==> src/rtl/multicycle_controlpath.sv <==
// rtl/multicycle_controlpath.sv - sequenced FSM control unit for the multicycle RV32I datapath
module multicycle_controlpath #(
    parameter int MEM_HANDSHAKE = 1,
    parameter int BRANCH_FULL   = 1,
    parameter int ALUCTRL_W     = 4
) (
    input  logic                 clk,
    input  logic                 rst_n,
    input  logic [31:0]          Instr,
    input  logic                 Zero,
    input  logic                 Negative,
    input  logic                 Carry,
    input  logic                 Overflow,
    input  logic                 mem_ready,
    output logic                 PCWrite,
    output logic                 AdrSrc,
    output logic                 MemWrite,
    output logic                 IRWrite,
    output logic                 RegWrite,
    output logic [1:0]           ResultSrc,
    output logic [1:0]           ALUSrcA,
    output logic [1:0]           ALUSrcB,
    output logic [2:0]           ImmSrc,
    output logic [ALUCTRL_W-1:0] ALUControl,
    output logic                 illegal
);

    typedef enum logic [3:0] {
        S_FETCH, S_DECODE, S_MEMADR, S_MEMREAD, S_MEMWB, S_MEMWRITE,
        S_EXECUTER, S_EXECUTEI, S_ALUWB, S_BRANCH, S_JAL, S_JALR_TGT,
        S_JALR_LINK, S_LUI, S_AUIPC, S_TRAP
    } state_t;

    localparam logic [ALUCTRL_W-1:0] ALU_ADD  = ALUCTRL_W'(0);
    localparam logic [ALUCTRL_W-1:0] ALU_SUB  = ALUCTRL_W'(1);
    localparam logic [ALUCTRL_W-1:0] ALU_AND  = ALUCTRL_W'(2);
    localparam logic [ALUCTRL_W-1:0] ALU_OR   = ALUCTRL_W'(3);
    localparam logic [ALUCTRL_W-1:0] ALU_XOR  = ALUCTRL_W'(4);
    localparam logic [ALUCTRL_W-1:0] ALU_SLT  = ALUCTRL_W'(5);
    localparam logic [ALUCTRL_W-1:0] ALU_SLTU = ALUCTRL_W'(6);
    localparam logic [ALUCTRL_W-1:0] ALU_SLL  = ALUCTRL_W'(7);
    localparam logic [ALUCTRL_W-1:0] ALU_SRL  = ALUCTRL_W'(8);
    localparam logic [ALUCTRL_W-1:0] ALU_SRA  = ALUCTRL_W'(9);

    state_t state_q, state_d;
    logic   illegal_q, illegal_d;

    logic [6:0]           opcode;
    logic [2:0]           funct3;
    logic                 mem_ok;
    logic                 br_legal;
    logic                 br_taken;
    logic [ALUCTRL_W-1:0] alu_op;
    logic                 unused_instr;

    assign opcode       = Instr[6:0];
    assign funct3       = Instr[14:12];
    assign mem_ok       = (MEM_HANDSHAKE != 0) ? mem_ready : 1'b1;
    assign unused_instr = ^{Instr[31], Instr[29:15], Instr[11:7]};

    always_comb begin
        alu_op = ALU_ADD;
        case (funct3)
            3'b000:  alu_op = (Instr[5] && Instr[30]) ? ALU_SUB : ALU_ADD;
            3'b001:  alu_op = ALU_SLL;
            3'b010:  alu_op = ALU_SLT;
            3'b011:  alu_op = ALU_SLTU;
            3'b100:  alu_op = ALU_XOR;
            3'b101:  alu_op = Instr[30] ? ALU_SRA : ALU_SRL;
            3'b110:  alu_op = ALU_OR;
            default: alu_op = ALU_AND;
        endcase
    end

    // Carry is the subtractor's no-borrow flag, so unsigned less-than is !Carry.
    always_comb begin
        br_taken = 1'b0;
        br_legal = (BRANCH_FULL != 0) || (funct3 == 3'b000);
        case (funct3)
            3'b000:  br_taken = Zero;
            3'b001:  br_taken = !Zero;
            3'b100:  br_taken = Negative ^ Overflow;
            3'b101:  br_taken = !(Negative ^ Overflow);
            3'b110:  br_taken = !Carry;
            3'b111:  br_taken = Carry;
            default: br_legal = 1'b0;
        endcase
    end

    always_ff @(posedge clk or negedge rst_n) begin
        if (!rst_n) begin
            state_q   <= S_FETCH;
            illegal_q <= 1'b0;
        end else begin
            state_q   <= state_d;
            illegal_q <= illegal_d;
        end
    end

    assign illegal_d = illegal_q | (state_d == S_TRAP);

    always_comb begin
        state_d = state_q;
        case (state_q)
            S_FETCH:    if (mem_ok) state_d = S_DECODE;
            S_DECODE: begin
                case (opcode)
                    7'b0000011, 7'b0100011: state_d = S_MEMADR;
                    7'b0110011:             state_d = S_EXECUTER;
                    7'b0010011:             state_d = S_EXECUTEI;
                    7'b1100011:             state_d = S_BRANCH;
                    7'b1101111:             state_d = S_JAL;
                    7'b1100111:             state_d = S_JALR_TGT;
                    7'b0110111:             state_d = S_LUI;
                    7'b0010111:             state_d = S_AUIPC;
                    default:                state_d = S_TRAP;
                endcase
            end
            S_MEMADR:    state_d = Instr[5] ? S_MEMWRITE : S_MEMREAD;
            S_MEMREAD:   if (mem_ok) state_d = S_MEMWB;
            S_MEMWB:     state_d = S_FETCH;
            S_MEMWRITE:  if (mem_ok) state_d = S_FETCH;
            S_EXECUTER:  state_d = S_ALUWB;
            S_EXECUTEI:  state_d = S_ALUWB;
            S_ALUWB:     state_d = S_FETCH;
            S_BRANCH:    state_d = br_legal ? S_FETCH : S_TRAP;
            S_JAL:       state_d = S_ALUWB;
            S_JALR_TGT:  state_d = S_JALR_LINK;
            S_JALR_LINK: state_d = S_ALUWB;
            S_LUI:       state_d = S_ALUWB;
            S_AUIPC:     state_d = S_ALUWB;
            S_TRAP:      state_d = S_TRAP;
            default:     state_d = S_FETCH;
        endcase
    end

    always_comb begin
        PCWrite    = 1'b0;
        AdrSrc     = 1'b0;
        MemWrite   = 1'b0;
        IRWrite    = 1'b0;
        RegWrite   = 1'b0;
        ResultSrc  = 2'b00;
        ALUSrcA    = 2'b00;
        ALUSrcB    = 2'b00;
        ImmSrc     = 3'b000;
        ALUControl = ALU_ADD;
        case (state_q)
            S_FETCH: begin
                IRWrite   = mem_ok;
                PCWrite   = mem_ok;
                ALUSrcB   = 2'b10;
                ResultSrc = 2'b10;
            end
            S_DECODE: begin
                ALUSrcA = 2'b01;
                ALUSrcB = 2'b01;
                ImmSrc  = 3'b010;
            end
            S_MEMADR: begin
                ALUSrcA = 2'b10;
                ALUSrcB = 2'b01;
                ImmSrc  = Instr[5] ? 3'b001 : 3'b000;
            end
            S_MEMREAD:  AdrSrc = 1'b1;
            S_MEMWB: begin
                ResultSrc = 2'b01;
                RegWrite  = 1'b1;
            end
            S_MEMWRITE: begin
                AdrSrc   = 1'b1;
                MemWrite = 1'b1;
            end
            S_EXECUTER: begin
                ALUSrcA    = 2'b10;
                ALUControl = alu_op;
            end
            S_EXECUTEI: begin
                ALUSrcA    = 2'b10;
                ALUSrcB    = 2'b01;
                ALUControl = alu_op;
            end
            S_ALUWB:    RegWrite = 1'b1;
            S_BRANCH: begin
                ALUSrcA    = 2'b10;
                ALUControl = ALU_SUB;
                PCWrite    = br_legal & br_taken;
            end
            S_JAL, S_JALR_LINK: begin
                ALUSrcA = 2'b01;
                ALUSrcB = 2'b10;
                PCWrite = 1'b1;
            end
            S_JALR_TGT: begin
                ALUSrcA = 2'b10;
                ALUSrcB = 2'b01;
            end
            S_LUI: begin
                ALUSrcA = 2'b11;
                ALUSrcB = 2'b01;
                ImmSrc  = 3'b100;
            end
            S_AUIPC: begin
                ALUSrcA = 2'b01;
                ALUSrcB = 2'b01;
                ImmSrc  = 3'b100;
            end
            default: ;
        endcase
        // The async reset already parks the state in FETCH; this keeps FETCH's drives off the bus too.
        if (!rst_n) begin
            PCWrite    = 1'b0;
            IRWrite    = 1'b0;
            ALUSrcB    = 2'b00;
            ResultSrc  = 2'b00;
        end
    end

    assign illegal = illegal_q;

endmodule

==> config.mk <==
export PLATFORM = sky130hd
export DESIGN_NAME = multicycle_controlpath
export DESIGN_NICKNAME = d
export VERILOG_FILES = /design/src/rtl/multicycle_controlpath.sv
export SDC_FILE = /design/constraint.sdc
export NUM_CORES = 1
export LEC_CHECK = 0
export BUFFER_PORTS_ARGS = -buffer_cell sky130_fd_sc_hd__buf_2
export CORE_MARGIN = 2
export CORE_UTILIZATION = 30
export CTS_CLUSTER_SIZE = 10
export DETAILED_ROUTE_END_ITERATION = 16
export PLACE_DENSITY = 0.61
export SYNTH_ARGS = -nofsm -noshare
export SYNTH_HDL_FRONTEND = slang
export SYNTH_SLANG_ARGS = --single-unit
==> constraint.sdc <==
create_clock -name clk -period 5.3 [get_ports clk]
set_clock_uncertainty 0.2 [all_clocks]
set_input_delay 1.59 -clock clk [delete_from_list [all_inputs] [get_ports clk]]
set_output_delay 1.59 -clock clk [all_outputs]
set_load 0.03 [all_outputs]
==> impl_metrics.env <==
export IMPL_status="completed"
export IMPL_synth_fp_nets=152
export IMPL_hold_depth=1
export IMPL_numCtsBuffers=3
export IMPL_r2r_end="illegal"
export IMPL_p_leak_nw=0.513
export IMPL_post_drt_wl_per_cell_um=11.8
export IMPL_dp_slack_ns=0.853
export IMPL_gp_congestion=0.772
export IMPL_slowest_stage="mux2i_1"
export IMPL_synth_edf_count=0
export IMPL_holdBufCountCts=0
export IMPL_nets=184
export IMPL_yosysTopAreaCell="dfrtp_1"
export IMPL_synthFlopType="dfrtp_1"
export IMPL_synth_cells=113
export IMPL_hold_path_class="flip-flop to flip-flop"
export IMPL_worstPathRequired_ns=3.51
export IMPL_multi_input_area_um2=639
export IMPL_clkTransAtPathRegs_ns=0.04
export IMPL_dp_cells=171
export IMPL_yosysMostFrequentCell="nor2_1"
export IMPL_start_kind="input port"
export IMPL_dieArea_um2=3260
export IMPL_async_flop_share_pct=100
export IMPL_ys_types=43
export IMPL_clock_sinks=5
export IMPL_worst_slack_ns=0.865
export IMPL_wl_um=2070
export IMPL_detail_route_antenna_nets=0
export IMPL_cp_num_buf_inv=2
export IMPL_hp_start="illegal"
export IMPL_slew_violations=0
export IMPL_yosys_warnings=0
export IMPL_relSlewSlack_pct=51.4
export IMPL_p_per_area_nw_per_um2=507
export IMPL_drt_vias_per_instance=5.25
export IMPL_syn2layout_area_growth_pct=21.3
export IMPL_worst_pin_slew_ns=0.728
export IMPL_cp_top_family="multiplexers"
export IMPL_final_seq_area_um2=125
export IMPL_postCtsSetupBuffers=0
export IMPL_power_mw=0.520
export IMPL_ys_ff_latch=5
export IMPL_fp_dieW_um=57.1
export IMPL_clk_path_buf_depth=2
export IMPL_synth_top_cell_area_share_pct=14.8
export IMPL_stdcell_count=175
export IMPL_setup_tns_final_ns=0
export IMPL_cp_cell_sequence="buf_2, xor2_1, mux2i_1, mux2i_1, a211oi_1, o21a_1, buf_2"
export IMPL_nFillCells=313
export IMPL_whs_ns=0.265
export IMPL_netlist_top_cells_area="dfrtp_1 (15%), mux2i_1 (5.9%), nor2_1 (5.8%)"
export IMPL_grt_max_degree=23
export IMPL_clock_latency_ns=0.24
export IMPL_cp_max_fo=1
export IMPL_r2r_start="state_q[3]"
export IMPL_rrSetupSlack_ns=3.26
export IMPL_finalSetupViolations=0
export IMPL_first_iter_violations=19
export IMPL_min_to="illegal"
export IMPL_rows=19
export IMPL_cts_tree="done"
export IMPL_max_stage_delay_ns=0.20
export IMPL_reg2regPathDepth=4
export IMPL_synth_area_um2=845
export IMPL_port_buffers=36
export IMPL_cts_resized=0
export IMPL_synth_seq_area_share_pct=14.8
export IMPL_fin_util_pct=37.8
export IMPL_core_area_um2=2710
export IMPL_globalRouteTotalUtil_pct=13.3
export IMPL_rsz0062_at_grt="false"
export IMPL_syn_mean_instance_area_um2=7.47
export IMPL_drive_gt1_share_pct=32.6
export IMPL_endpoint_kind="primary output"
export IMPL_diodes=0
export IMPL_synth_common_cells="nor2_1 (13), nand2_1 (7), o21ai_0 (7)"
export IMPL_die_h_um=57.1
export IMPL_cts_max_level=1
export IMPL_fin_area_um2=1020
export IMPL_num_vias=918
export IMPL_path_class="input port to primary output"
export IMPL_floorplan_initialDensity_pct=31.2
export IMPL_drt_pass1_iter_count=4
export IMPL_period_minus_slack_ns=4.43
export IMPL_root_buffer="clkbuf_4"
export IMPL_worst_ir_drop_vdd_v=0.000249
export IMPL_timing_fmax_ghz=0.225
export IMPL_cap_violations=0
export IMPL_finalCritPeriodShare_pct=83.7
export IMPL_antenna_found_initial=0
export IMPL_dp_hpwl_um=1650
export IMPL_hold_viol=0
export IMPL_grt_pass1_vias=834
export IMPL_grt_first_pass_wirelength_um=3530
export IMPL_placed_cell_area_um2=998
export IMPL_grt_overflow_total=0
export IMPL_drcViolationCount=0
export IMPL_arrival_ns=2.64
export IMPL_pin_count=58
==> layer usage <==
layer | track usage [%] | vias up | wire length [µm]
met5 | 0 | - | 0
met4 | 4.65 | 0 | 12
met3 | 2.95 | 2 | 78
met2 | 21.2 | 21 | 989
met1 | 17.7 | 423 | 989
li1 | - | 472 | -
==> worst register-to-register path: cells and delay by family (launching register included) <==
kind	cells	cell delay [ns]
compound gates	3	0.71
flops	1	0.80
simple gates	1	0.27
==> registers in the layout (all words and copies together) (netlist names) <==
register	flops
state_q	4
illegal	1
==> cell type report <==
class | count | area share (%)
sequential | 5 | 12.2
tap | 31 | 3.79
clock buffer | 4 | 2.56
timing repair buffer | 36 | 17.6
inverter | 4 | 1.47
multi-input combinational | 95 | 62.4
==> kinds of logic (layout without fill, tap and decap cells) <==
kind of cell	after synthesis	after routing	synth area share (%)
flops	5	5	14.8
buf+inv	13	44	9.48
mux	5	5	5.93
simple gates	50	50	33.6
xor+xnor	7	7	7.26
compound gates	33	33	28.9
==> cells in the final DEF (no fill, tap or decap), drive strengths merged, types with 4 or more instances in the layout <==
master	count
o21ai	8
and2	4
nor2	13
nand2b	4
clkbuf	4
buf	36
nor2b	4
nand2	7
nor3	5
and3	4
dfrtp	5
mux2i	5
xnor2	4
nand3	4
inv	4
a21oi	5
==> report_power, final <==
group	internal [mW]	total [mW]	switching, mW
clock network	0.0284	0.0429	0.0146
registers	0.0543	0.124	0.0693
logic	0.137	0.353	0.216
==> how the worst max path moves through the flow <==
| stage | startpoint | endpoint | slack (ns) | cells after the start |
|---|---|---|---|---|
| after global routing | Instr[14] | PCWrite | 0.79 | 6 |
| after floorplan | Instr[12] | PCWrite | 0.94 | 5 |
| after detailed placement | Overflow | PCWrite | 0.85 | 7 |
| after global placement | Overflow | PCWrite | 0.86 | 7 |
| after CTS | Overflow | PCWrite | 0.85 | 7 |
| final | Overflow | PCWrite | 0.87 | 7 |
(Power assumes the default switching activity.)
